File: src/rtl/flu_wb_arbiter_if.sv
// flu_wb_arbiter_if: producer/writeback bus of the FLU writeback merger.
//   Producer side : flush_i, ch_valid_i/ch_ready_o, ch_result_i, ch_trans_id_i, ch_exc_i
//   Writeback side: wb_valid_o/wb_ready_i, wb_result_o, wb_trans_id_o, wb_exc_o, wb_ch_o
//   Status        : busy_o
// Signal suffixes are from the arbiter's point of view (slave modport).
interface flu_wb_arbiter_if #(
  parameter int unsigned NUM_CH = 4,
  parameter int unsigned XLEN   = 64,
  parameter int unsigned TID_W  = 3,
  parameter int unsigned EXC_W  = 129
);
  localparam int unsigned CH_W = (NUM_CH > 1) ? $clog2(NUM_CH) : 1;

  logic                      flush_i;
  logic [NUM_CH-1:0]         ch_valid_i;
  logic [NUM_CH-1:0]         ch_ready_o;
  logic [NUM_CH*XLEN-1:0]    ch_result_i;
  logic [NUM_CH*TID_W-1:0]   ch_trans_id_i;
  logic [NUM_CH*EXC_W-1:0]   ch_exc_i;
  logic                      wb_valid_o;
  logic                      wb_ready_i;
  logic [XLEN-1:0]           wb_result_o;
  logic [TID_W-1:0]          wb_trans_id_o;
  logic [EXC_W-1:0]          wb_exc_o;
  logic [CH_W-1:0]           wb_ch_o;
  logic                      busy_o;

  // Arbiter side
  modport slave (
    input  flush_i, ch_valid_i, ch_result_i, ch_trans_id_i, ch_exc_i, wb_ready_i,
    output ch_ready_o, wb_valid_o, wb_result_o, wb_trans_id_o, wb_exc_o, wb_ch_o, busy_o
  );

  // Producers + scoreboard side
  modport master (
    output flush_i, ch_valid_i, ch_result_i, ch_trans_id_i, ch_exc_i, wb_ready_i,
    input  ch_ready_o, wb_valid_o, wb_result_o, wb_trans_id_o, wb_exc_o, wb_ch_o, busy_o
  );
endinterface

File: src/rtl/flu_wb_arbiter.sv
// flu_wb_arbiter: merges NUM_CH fixed-latency-unit result channels onto one
// scoreboard writeback port. Each channel owns a DEPTH-entry result queue;
// queue heads are arbitrated round-robin (RR_ARB=1) or fixed priority
// (RR_ARB=0, ch0 highest). A stalled grant is locked until its handshake.
// Ports:
//   clk_i, rst_ni   clock, asynchronous active-low reset
//   bus (slave)     producer channels, writeback port, flush, busy
// Optional feature macro FLU_WB_PERF_EN adds:
//   perf_clr_i      synchronous clear of the stall counters
//   stall_cnt_o     NUM_CH x 32-bit saturating "valid while not ready" counters
module flu_wb_arbiter #(
  parameter int unsigned NUM_CH = 4,
  parameter int unsigned DEPTH  = 2,
  parameter int unsigned XLEN   = 64,
  parameter int unsigned TID_W  = 3,
  parameter int unsigned EXC_W  = 129,
  parameter bit          RR_ARB = 1'b1
) (
  input  logic                    clk_i,
  input  logic                    rst_ni,
`ifdef FLU_WB_PERF_EN
  input  logic                    perf_clr_i,
  output logic [NUM_CH*32-1:0]    stall_cnt_o,
`endif
  flu_wb_arbiter_if.slave         bus
);

  localparam int unsigned CH_W  = (NUM_CH > 1) ? $clog2(NUM_CH) : 1;
  localparam int unsigned PTR_W = (DEPTH > 1) ? $clog2(DEPTH) : 1;
  localparam int unsigned CNT_W = $clog2(DEPTH + 1);

  typedef struct packed {
    logic [EXC_W-1:0] exc;
    logic [TID_W-1:0] tid;
    logic [XLEN-1:0]  result;
  } entry_t;

  entry_t           mem_q    [NUM_CH][DEPTH];
  entry_t           mem_d    [NUM_CH][DEPTH];
  logic [PTR_W-1:0] rd_ptr_q [NUM_CH];
  logic [PTR_W-1:0] rd_ptr_d [NUM_CH];
  logic [PTR_W-1:0] wr_ptr_q [NUM_CH];
  logic [PTR_W-1:0] wr_ptr_d [NUM_CH];
  logic [CNT_W-1:0] cnt_q    [NUM_CH];
  logic [CNT_W-1:0] cnt_d    [NUM_CH];
  logic             lock_q, lock_d;
  logic [CH_W-1:0]  lock_idx_q, lock_idx_d;
  logic [CH_W-1:0]  rr_ptr_q, rr_ptr_d;

  logic [NUM_CH-1:0] ready_c;
  logic [NUM_CH-1:0] nonempty_c;
  logic [NUM_CH-1:0] push_c;
  logic [CH_W-1:0]   arb_idx_c;
  logic [CH_W-1:0]   grant_c;
  logic              wb_valid_c;
  logic              hs_c;
  entry_t            head_c;

  function automatic logic [PTR_W-1:0] ptr_inc(input logic [PTR_W-1:0] p);
    return (p == PTR_W'(DEPTH - 1)) ? '0 : p + PTR_W'(1);
  endfunction

  // Queue status: ready depends on occupancy only, never on wb_ready_i
  always_comb begin
    ready_c    = '0;
    nonempty_c = '0;
    push_c     = '0;
    for (int unsigned i = 0; i < NUM_CH; i++) begin
      ready_c[CH_W'(i)]    = (cnt_q[CH_W'(i)] < CNT_W'(DEPTH));
      nonempty_c[CH_W'(i)] = (cnt_q[CH_W'(i)] != '0);
      push_c[CH_W'(i)]     = bus.ch_valid_i[CH_W'(i)] & ready_c[CH_W'(i)];
    end
  end

  // Arbitration: first non-empty channel from the RR pointer (or from ch0)
  always_comb begin
    int unsigned cand;
    logic        found;
    arb_idx_c = '0;
    found     = 1'b0;
    for (int unsigned k = 0; k < NUM_CH; k++) begin
      cand = (RR_ARB ? 32'(rr_ptr_q) : 32'd0) + k;
      if (cand >= NUM_CH) cand = cand - NUM_CH;
      if (!found && nonempty_c[CH_W'(cand)]) begin
        found     = 1'b1;
        arb_idx_c = CH_W'(cand);
      end
    end
  end

  // A stalled grant stays put until it handshakes
  assign grant_c    = lock_q ? lock_idx_q : arb_idx_c;
  assign wb_valid_c = |nonempty_c;
  assign hs_c       = wb_valid_c & bus.wb_ready_i;
  assign head_c     = mem_q[grant_c][rd_ptr_q[grant_c]];

  assign bus.ch_ready_o    = ready_c;
  assign bus.wb_valid_o    = wb_valid_c;
  assign bus.busy_o        = wb_valid_c;
  assign bus.wb_result_o   = wb_valid_c ? head_c.result : '0;
  assign bus.wb_trans_id_o = wb_valid_c ? head_c.tid    : '0;
  assign bus.wb_exc_o      = wb_valid_c ? head_c.exc    : '0;
  assign bus.wb_ch_o       = wb_valid_c ? grant_c       : '0;

  // Next-state: queue push/pop, lock and RR pointer; flush discards everything
  always_comb begin
    mem_d      = mem_q;
    rd_ptr_d   = rd_ptr_q;
    wr_ptr_d   = wr_ptr_q;
    cnt_d      = cnt_q;
    lock_d     = lock_q;
    lock_idx_d = lock_idx_q;
    rr_ptr_d   = rr_ptr_q;

    if (bus.flush_i) begin
      for (int unsigned i = 0; i < NUM_CH; i++) begin
        rd_ptr_d[CH_W'(i)] = '0;
        wr_ptr_d[CH_W'(i)] = '0;
        cnt_d[CH_W'(i)]    = '0;
      end
      lock_d     = 1'b0;
      lock_idx_d = '0;
      rr_ptr_d   = '0;
    end else begin
      for (int unsigned i = 0; i < NUM_CH; i++) begin
        logic pop;
        pop = hs_c && (grant_c == CH_W'(i));
        if (push_c[CH_W'(i)]) begin
          mem_d[CH_W'(i)][wr_ptr_q[CH_W'(i)]] = '{
            exc:    bus.ch_exc_i[i*EXC_W +: EXC_W],
            tid:    bus.ch_trans_id_i[i*TID_W +: TID_W],
            result: bus.ch_result_i[i*XLEN +: XLEN]
          };
          wr_ptr_d[CH_W'(i)] = ptr_inc(wr_ptr_q[CH_W'(i)]);
        end
        if (pop) rd_ptr_d[CH_W'(i)] = ptr_inc(rd_ptr_q[CH_W'(i)]);
        case ({push_c[CH_W'(i)], pop})
          2'b10:   cnt_d[CH_W'(i)] = cnt_q[CH_W'(i)] + CNT_W'(1);
          2'b01:   cnt_d[CH_W'(i)] = cnt_q[CH_W'(i)] - CNT_W'(1);
          default: cnt_d[CH_W'(i)] = cnt_q[CH_W'(i)];
        endcase
      end
      lock_d     = wb_valid_c & ~bus.wb_ready_i;
      lock_idx_d = grant_c;
      if (hs_c) begin
        rr_ptr_d = (grant_c == CH_W'(NUM_CH - 1)) ? '0 : grant_c + CH_W'(1);
      end
    end
  end

  // State registers
  always_ff @(posedge clk_i or negedge rst_ni) begin
    if (!rst_ni) begin
      for (int unsigned i = 0; i < NUM_CH; i++) begin
        for (int unsigned j = 0; j < DEPTH; j++) begin
          mem_q[CH_W'(i)][PTR_W'(j)] <= '0;
        end
        rd_ptr_q[CH_W'(i)] <= '0;
        wr_ptr_q[CH_W'(i)] <= '0;
        cnt_q[CH_W'(i)]    <= '0;
      end
      lock_q     <= 1'b0;
      lock_idx_q <= '0;
      rr_ptr_q   <= '0;
    end else begin
      mem_q      <= mem_d;
      rd_ptr_q   <= rd_ptr_d;
      wr_ptr_q   <= wr_ptr_d;
      cnt_q      <= cnt_d;
      lock_q     <= lock_d;
      lock_idx_q <= lock_idx_d;
      rr_ptr_q   <= rr_ptr_d;
    end
  end

`ifdef FLU_WB_PERF_EN
  logic [31:0] stall_cnt_q [NUM_CH];
  logic [31:0] stall_cnt_d [NUM_CH];

  // Saturating per-channel backpressure counters; untouched by flush
  always_comb begin
    stall_cnt_d = stall_cnt_q;
    for (int unsigned i = 0; i < NUM_CH; i++) begin
      if (perf_clr_i) begin
        stall_cnt_d[CH_W'(i)] = '0;
      end else if (bus.ch_valid_i[CH_W'(i)] && !ready_c[CH_W'(i)] &&
                   (stall_cnt_q[CH_W'(i)] != '1)) begin
        stall_cnt_d[CH_W'(i)] = stall_cnt_q[CH_W'(i)] + 32'd1;
      end
    end
  end

  always_ff @(posedge clk_i or negedge rst_ni) begin
    if (!rst_ni) begin
      for (int unsigned i = 0; i < NUM_CH; i++) stall_cnt_q[CH_W'(i)] <= '0;
    end else begin
      stall_cnt_q <= stall_cnt_d;
    end
  end

  always_comb begin
    for (int unsigned i = 0; i < NUM_CH; i++) stall_cnt_o[i*32 +: 32] = stall_cnt_q[CH_W'(i)];
  end
`endif

endmodule

File: src/flat_wrapper.sv
// flat-port wrapper written by rule: the top's interface ports become plain ports
module flu_wb_arbiter_flat 
#(
  parameter int unsigned NUM_CH = 4,
  parameter int unsigned DEPTH  = 2,
  parameter int unsigned XLEN   = 64,
  parameter int unsigned TID_W  = 3,
  parameter int unsigned EXC_W  = 129,
  parameter bit          RR_ARB = 1'b1
)
  (clk_i, rst_ni, bus_flush_i, bus_ch_valid_i, bus_ch_result_i, bus_ch_trans_id_i, bus_ch_exc_i, bus_wb_ready_i, bus_ch_ready_o, bus_wb_valid_o, bus_wb_result_o, bus_wb_trans_id_o, bus_wb_exc_o, bus_wb_ch_o, bus_busy_o);
  flu_wb_arbiter_if #(.NUM_CH(NUM_CH), .XLEN(XLEN), .TID_W(TID_W), .EXC_W(EXC_W)) bus_i ();
  input  logic clk_i;
  input  logic rst_ni;
  input wire logic [$bits(bus_i.flush_i)-1:0] bus_flush_i;
  input wire logic [$bits(bus_i.ch_valid_i)-1:0] bus_ch_valid_i;
  input wire logic [$bits(bus_i.ch_result_i)-1:0] bus_ch_result_i;
  input wire logic [$bits(bus_i.ch_trans_id_i)-1:0] bus_ch_trans_id_i;
  input wire logic [$bits(bus_i.ch_exc_i)-1:0] bus_ch_exc_i;
  input wire logic [$bits(bus_i.wb_ready_i)-1:0] bus_wb_ready_i;
  output wire logic [$bits(bus_i.ch_ready_o)-1:0] bus_ch_ready_o;
  output wire logic [$bits(bus_i.wb_valid_o)-1:0] bus_wb_valid_o;
  output wire logic [$bits(bus_i.wb_result_o)-1:0] bus_wb_result_o;
  output wire logic [$bits(bus_i.wb_trans_id_o)-1:0] bus_wb_trans_id_o;
  output wire logic [$bits(bus_i.wb_exc_o)-1:0] bus_wb_exc_o;
  output wire logic [$bits(bus_i.wb_ch_o)-1:0] bus_wb_ch_o;
  output wire logic [$bits(bus_i.busy_o)-1:0] bus_busy_o;
  assign bus_i.flush_i = bus_flush_i;
  assign bus_i.ch_valid_i = bus_ch_valid_i;
  assign bus_i.ch_result_i = bus_ch_result_i;
  assign bus_i.ch_trans_id_i = bus_ch_trans_id_i;
  assign bus_i.ch_exc_i = bus_ch_exc_i;
  assign bus_i.wb_ready_i = bus_wb_ready_i;
  assign bus_ch_ready_o = bus_i.ch_ready_o;
  assign bus_wb_valid_o = bus_i.wb_valid_o;
  assign bus_wb_result_o = bus_i.wb_result_o;
  assign bus_wb_trans_id_o = bus_i.wb_trans_id_o;
  assign bus_wb_exc_o = bus_i.wb_exc_o;
  assign bus_wb_ch_o = bus_i.wb_ch_o;
  assign bus_busy_o = bus_i.busy_o;
  flu_wb_arbiter #(.NUM_CH(NUM_CH), .DEPTH(DEPTH), .XLEN(XLEN), .TID_W(TID_W), .EXC_W(EXC_W), .RR_ARB(RR_ARB)) u_core (.clk_i(clk_i), .rst_ni(rst_ni), .bus(bus_i));
endmodule
File: config.mk
export PLATFORM = sky130hd
export DESIGN_NAME = flu_wb_arbiter_flat
export DESIGN_NICKNAME = d
export VERILOG_FILES = /design/src/rtl/flu_wb_arbiter_if.sv /design/src/rtl/flu_wb_arbiter.sv /design/src/flat_wrapper.sv
export SDC_FILE = /design/constraint.sdc
export NUM_CORES = 2
export LEC_CHECK = 0
export BUFFER_PORTS_ARGS = -buffer_cell sky130_fd_sc_hd__clkbuf_2
export CORE_AREA = 2 2 385 387
export CTS_BUF_LIST = sky130_fd_sc_hd__clkbuf_4
export CTS_CLUSTER_DIAMETER = 120
export DETAILED_ROUTE_END_ITERATION = 7
export DIE_AREA = 0 0 387 389
export GPL_ROUTABILITY_DRIVEN = 0
export PLACE_DENSITY = 0.71
export SLEW_MARGIN = 20
export SYNTH_ARGS = -nofsm -noshare
export SYNTH_HDL_FRONTEND = slang
export SYNTH_SLANG_ARGS = --single-unit
File: constraint.sdc
create_clock -name clk_i -period 3.5 [get_ports clk_i]
set_input_delay 0.35 -clock clk_i [delete_from_list [all_inputs] [get_ports clk_i]]
set_output_delay 0.35 -clock clk_i [all_outputs]
set_load 0.005 [all_outputs]
# After elaboration in Yosys (flattened, before gate mapping)
# Cells that the tools add are included.
# Widths: inputs -> output; s select.
# word_totals
register_bits	1589
input_bits	792
out_inout_bits	204
# classes
add_sub_neg	24
order_cmp	22
eq_ne	11
n_mux	73
n_bitwise	14
n_reduce_logical	37
# ops
operator	count
$bwmux 392	4
$mux 196	7
$bmux 392 s2	1
$demux 196 s1	4
$mux 392	2
$mux 129	1
$mux 64	1
$mux 2	14
$mux 1	26
$reduce_bool 2->1	13
$pmux 2 s2	4
$sub 2x1->2 const B	8
$eq 2x2->1 const B	6
$ge 3x3->1 const B	4
$lt 2x3->1 const B	4
$reduce_bool 3->1	4
$logic_and 1x1->1	11
$add 2x1->2 const B	5
$bmux 1 s2	5
$eq 2x1->1 const B	5
$ge 2x2->1 const B	5
$not 1->2	5
$add 1x1->1 const B	8
$lt 2x1->1 const B	4
other kinds (14)	30

# Longest topological paths before layout
# logic_depth
depth_word	24
depth_mapped	12

# Worst setup path after synthesis
# OpenSTA, ideal clock, no wires.
# synth_timing
path_type	register to output
from	reg u_core.cnt_q[4] in the netlist's numbering
to	out bus_wb_result_o[33]
arrival_ps	2186
required_time_ps	3150
slack_ps	964
stages_incl_launch_ff	9
path_buffers	2
cell_sequence	dfrtp_1 > or2_2 > and3_1 > o211ai_1 > o311ai_4 > nor2_2 > buf_2 > buf_1 > a32o_1
# synth_via
elab_chain_cells	23
elab_cells_between_ends	36
classes_between	mux (26); bitwise (2); reduce/logical (8)
# synth_rtl
element	line	source
start, declared	flu_wb_arbiter.sv:44	logic [CNT_W-1:0] cnt_q [NUM_CH];
start signal, assigned	flu_wb_arbiter.sv:169	cnt_q <= cnt_d;
$reduce_bool 2->1 (*)	flu_wb_arbiter.sv:70	nonempty_c[CH_W'(i)] = (cnt_q[CH_W'(i)] != '0);
$bmux 1 s2	flu_wb_arbiter.sv:84	if (!found && nonempty_c[CH_W'(cand)]) begin
$mux 1 (not written as such)	flu_wb_arbiter.sv:84	
$mux 1	flu_wb_arbiter.sv:84	
$logic_not 1->1	flu_wb_arbiter.sv:84	
$logic_and 1x1->1	flu_wb_arbiter.sv:84	
$mux 1	flu_wb_arbiter.sv:84	
$logic_not 1->1	flu_wb_arbiter.sv:84	
[... 4 more ...]	n/a	
$mux 2	flu_wb_arbiter.sv:84	
$mux 2	flu_wb_arbiter.sv:92	assign grant_c = lock_q ? lock_idx_q : arb_idx_c;
$not 2->3 (not written as such)	flu_wb_arbiter.sv:95	assign head_c = mem_q[grant_c][rd_ptr_q[grant_c]];
$bmux 1 s2	flu_wb_arbiter.sv:95	
$mux 1 (not written as such) (2 in series)	flu_wb_arbiter.sv:95	
$not 1->2 (not written as such)	flu_wb_arbiter.sv:95	
$mux 196 (not written as such) (3 in series)	flu_wb_arbiter.sv:95	
$mux 64 (*)	flu_wb_arbiter.sv:100	assign bus.wb_result_o = wb_valid_c ? head_c.result : '0;
end, declared	flat_wrapper.sv:23	output wire logic [$bits(bus_i.wb_result_o)-1:0] bus_wb_result_o;
# Every way passes the cells marked *; elsewhere a longest branch is shown, timed or not. The select of a mux whose other input is x is not followed.

# Worst setup path after layout
# layout_timing
from	reg u_core.rd_ptr_q[3] in the netlist's numbering
to	out bus_wb_exc_o[117]
# layout_via
elab_chain_cells	8
# layout_rtl
element	line	source
start, declared	flu_wb_arbiter.sv:40	logic [PTR_W-1:0] rd_ptr_q [NUM_CH];
start signal, assigned	flu_wb_arbiter.sv:167	rd_ptr_q <= rd_ptr_d;
$bmux 1 s2	flu_wb_arbiter.sv:95	
$mux 1 (not written as such) (2 in series)	flu_wb_arbiter.sv:95	
$not 1->2 (not written as such)	flu_wb_arbiter.sv:95	
$mux 196 (not written as such) (3 in series)	flu_wb_arbiter.sv:95	
$mux 129	flu_wb_arbiter.sv:102	assign bus.wb_exc_o = wb_valid_c ? head_c.exc : '0;
end, declared	flat_wrapper.sv:25	output wire logic [$bits(bus_i.wb_exc_o)-1:0] bus_wb_exc_o;
# No other way between the ends. The select of a mux whose other input is x is not followed.

==> metrics.md <==
| Metric | Value |
|---|---|
| Status | `finished with violations` |
| Failing checks | `negative setup slack` |
| Antenna Nets Post-Route | `0` |
| CTS tree | `yes` |
| Comb power frac | `a little under three fifths` |
| FF+latch count, synth | `between 1500 and 2000` |
| Synth Area in XOR/XNOR | `less than 1%` |
| Avg Vias per Cell | `5.96` |
| Cells along the critical path | `buf_12, mux2i_1, mux2i_1, a32o_1, clkbuf_2` |
| Iter 0 DRT Violations | `just under 6000` |
| Adder-cell area share of the yosys netlist | `0.0171%` |
| Worst Skew | `129 ps` |
| Global-route wire length before repair | `426000 um` |
| TritonCTS buffer count | `437` |
| Clock transition at path regs | `80 ps` |
| Synth top area cells | `dfrtp_1 (54%), mux2_2 (24%), mux2i_1 (13%), a32o_1 (2.7%), nand2_1 (2.1%)` |
| Sum Neg Setup Slack | `-123630 ps` |
| Critical path origin | `u_core.rd_ptr_q[3]$_DFFE_PN0P_` |
| Net Switching | `~48000 uW` |
| Worst path max stage delay | `1040 ps` |
| Syn_area_per_cell | `14.0 sq um` |
| Mux contribution to synthesized area | `a little under two fifths` |
| Core area | `around 0.15 sq mm` |
| Main combinational cell family by area after synthesis | `multiplexers` |
| Leak Pwr | `0.0468 uW` |
| Share of post-route cells with drive strength above 1 | `44.5%` |
| DR pass1 iterations | `6` |
| Synth Flop Type | `dfrtp_1` |
| Period utilization | `126%` |
| Worst-skew pair later-pin latency | `about 1300 ps` |
| Post-Route WL | `303000 um` |
| Total gr overflow | `0` |
| Post-Syn Nets | `6004` |
| Critical path type | `flip-flop to output port` |
| WHS Endpoint | `u_core.mem_q[732]$_DFFE_PN0P_` |
| Design area | `0.107 sq mm` |
| Mapped cell area | `0.0730 sq mm` |
| Max Buffers Root-to-Sink | `4` |
| Maxcap violations | `0` |
| FF/Latch Area | `~0.040 sq mm` |
| PortBufs | `995` |
| Pwr/cell area | `~1100 mW/mm^2` |
| FILL cells | `8590` |
| Synth Area in Compound Gates | `3.01%` |
| Sequential fraction of the synthesis area | `54.5%` |
| Min Tclk post-route | `between 4000 and 5000 ps` |
| Die width | `387 um` |
| Vias in the first global route | `around 66000` |
| Total track usage | `37.9%` |
| Simple-Gate Fraction of Synth Area | `2.49%` |
| Worst EP required | `about 3200 ps` |
| Io pins | `996` |
| Hold Crit Depth | `3` |
| CP arrival | `a little over 4000 ps` |
| Area Overhead vs Synth | `46.3%` |
| Root Driver | `clkbuf_4` |
| Fin. Hold Viols | `0` |
| Placed instance area | `0.0812 sq mm` |
| Slew Viols, Final | `0` |
| Most frequent cells in the layout | `dlygate4sd3_1 (1584), dfrtp_1 (1582), mux2_2 (1568)` |
| Slowest stage cell, crit path | `mux2i_1` |
| DIE AREA | `0.151 sq mm` |
| Clk pwr share | `between 10 and 15%` |
| Cell accounting for the most synthesized area | `dfrtp_1` |
| Yosys cell types | `between 40 and 50` |
| Most common cell after layout, fill and taps aside | `dlygate4sd3_1` |
| Most frequent CP cell | `mux2i_1` |
| H-tree depth | `5` |
| Worst r2r path cells | `8` |
| Final worst slack | `-905 ps` |
| Type of origin of the critical path | `flip-flop` |
| RR Startpoint | `u_core.cnt_q[5]$_DFFE_PN0P_` |
| Footprint of the multi-input gates | `roughly 0.032 sq mm` |
| Critical path peak fanout | `58` |
| Relative slew slack | `10.1%` |
| Vias | `approximately 63000` |
| Final setup vio count | `198` |
| Initial antenna violation count | `between 100 and 150` |
| Starting Density | `49.8%` |
| Die Span Y | `389 um` |
| Worst VDD drop | `slightly above 900 uV` |
| Hold crit path type | `input port to flip-flop` |
| Number of synthesized flops with an enable pin | `0` |
| Routed length per instance | `28.6 um` |
| Largest net degree at the start of global routing | `103` |
| Sw Share | `41.1%` |
| Fin nets | `about 9000` |
| Worst reg-to-reg setup slack | `550 ps` |
| Post-Place Worst Slack | `329 ps` |
| Pint | `68600 uW` |
| Worst R2R End | `u_core.mem_q[867]$_DFFE_PN0P_` |
| Row cnt | `about 140` |
| Min-delay src | `bus_ch_exc_i[335]` |
| Total of warnings raised by yosys | `0` |
| Cells after DPL | `7949` |
| RSZ-0062 raised after global routing | `true` |
| Asr flop ratio synth | `100%` |
| Reg power frac | `between 20 and 30%` |
| Worst setup EP type | `output port` |
| Hpwl dp | `between 150000 and 200000 um` |
| Area share of the largest cell type after synthesis | `between 50 and 60%` |
| Num Clock Sinks | `1589` |
| Syn Inst Count | `5211` |
| DR DRC count | `0` |
| Worst Max-Slew Pin Slew | `1310 ps` |
| Non-filler instance count after layout | `10600` |
| Max Fclk | `227 MHz` |
## synthesized netlist by cell type, types with 5 or more instances
| cell | number |
|---|---|
| dfrtp_1 | 1589 |
| mux2_2 | 1568 |
| mux2i_1 | 980 |
| nand2_1 | 402 |
| clkbuf_1 | 237 |
| a32o_1 | 196 |
| buf_2 | 110 |
| buf_4 | 15 |
| nor2_1 | 15 |
| nor3_1 | 13 |
| buf_1 | 8 |
| a21oi_1 | 7 |
| xor2_1 | 6 |
| a31oi_1 | 5 |
| inv_1 | 5 |
| nor3b_1 | 5 |
| o21ai_0 | 5 |
## per-stage QoR
stage,utilization (%),hold slack [ps],power [uW]
CTS,71.7,2.23,106000
global route,72.8,12.5,120000
floorplan,-,54.4,59400
global placement,55.4,414,76700
finish,72.8,112,116000
detailed placement,55.4,419,78000
## cell families (layout without fill, tap and decap cells)
kind of cell             after synthesis  after routing
XOR/XNOR                              10             10
other                                  0            146
buffers and inverters                378           3661
AND/OR/NAND/NOR                      456            456
adder cells (fa/ha/maj)                1              1
AO/OA/AOI/OAI                        229            229
flip-flops                          1589           1589
multiplexers                        2548           2548
## layout make-up
cell class	instances	area share (%)
Antenna cell	146	0.342
Multi-Input combinational cell	3244	30.4
Clock inverter	90	0.453
Tap cell	1930	2.26
Timing Repair Buffer	2921	24.7
Timing Repair inverter	1	0.0105
Sequential cell	1589	37.3
Clock buffer	642	4.51
Inverter	7	0.0398
## worst max path at each step
stage / to / slack, ps
after floorplan: bus_wb_result_o[33] / 960
after global placement: bus_wb_exc_o[92] / 420
after detailed placement: bus_wb_exc_o[101] / 330
after CTS: bus_wb_result_o[17] / -680
after global routing: bus_wb_exc_o[103] / -1180
final: bus_wb_exc_o[117] / -910
## state kept, by name (all words and copies together), names as in the netlist
name and cells:
u_core.mem_q 1568, u_core.lock_q 1, u_core.rr_ptr_q 2, u_core.wr_ptr_q 4, u_core.cnt_q 8, u_core.rd_ptr_q 4
u_core.lock_idx_q 2
## per-layer routing
metal,share of wire (%),GRT usage (%)
met5,0.23,1.08
met4,8.8,28.2
met3,9.6,12.4
met2,46,58.7
met1,36,44.0
## critical path, delay by kind of cell (launching register included)
family / cells / cell delay (ps)
AOI/OAI and AO/OA: 1 / 330
DFF: 1 / 520
buffers and inverters: 2 / 530
muxes: 2 / 1310
## timing repair
| item | in CTS | in global routing |
|---|---|---|
| setup buffers | 77 | 33 |
| cloned | 42 | 21 |
| pin swaps | 20 | 71 |
| gates resized for setup | 204 | 269 |
| endpoints found under the setup margin | 199 | 199 |
| hold buffers | 1585 | 0 |
| hold endpoints to repair | 3178 | 0 |
## power groups by stage
stage / registers [uW] / logic, uW / clock network (uW)
2_1_floorplan: 31100 / 28300 / 0
3_3_place_gp: 32000 / 44700 / 0
3_5_place_dp: 32600 / 45400 / 0
4_1_cts: 32300 / 57200 / 16700
5_1_grt: 34100 / 67700 / 18000
6_report: 33400 / 66100 / 16900
(Power assumes the default switching activity.)
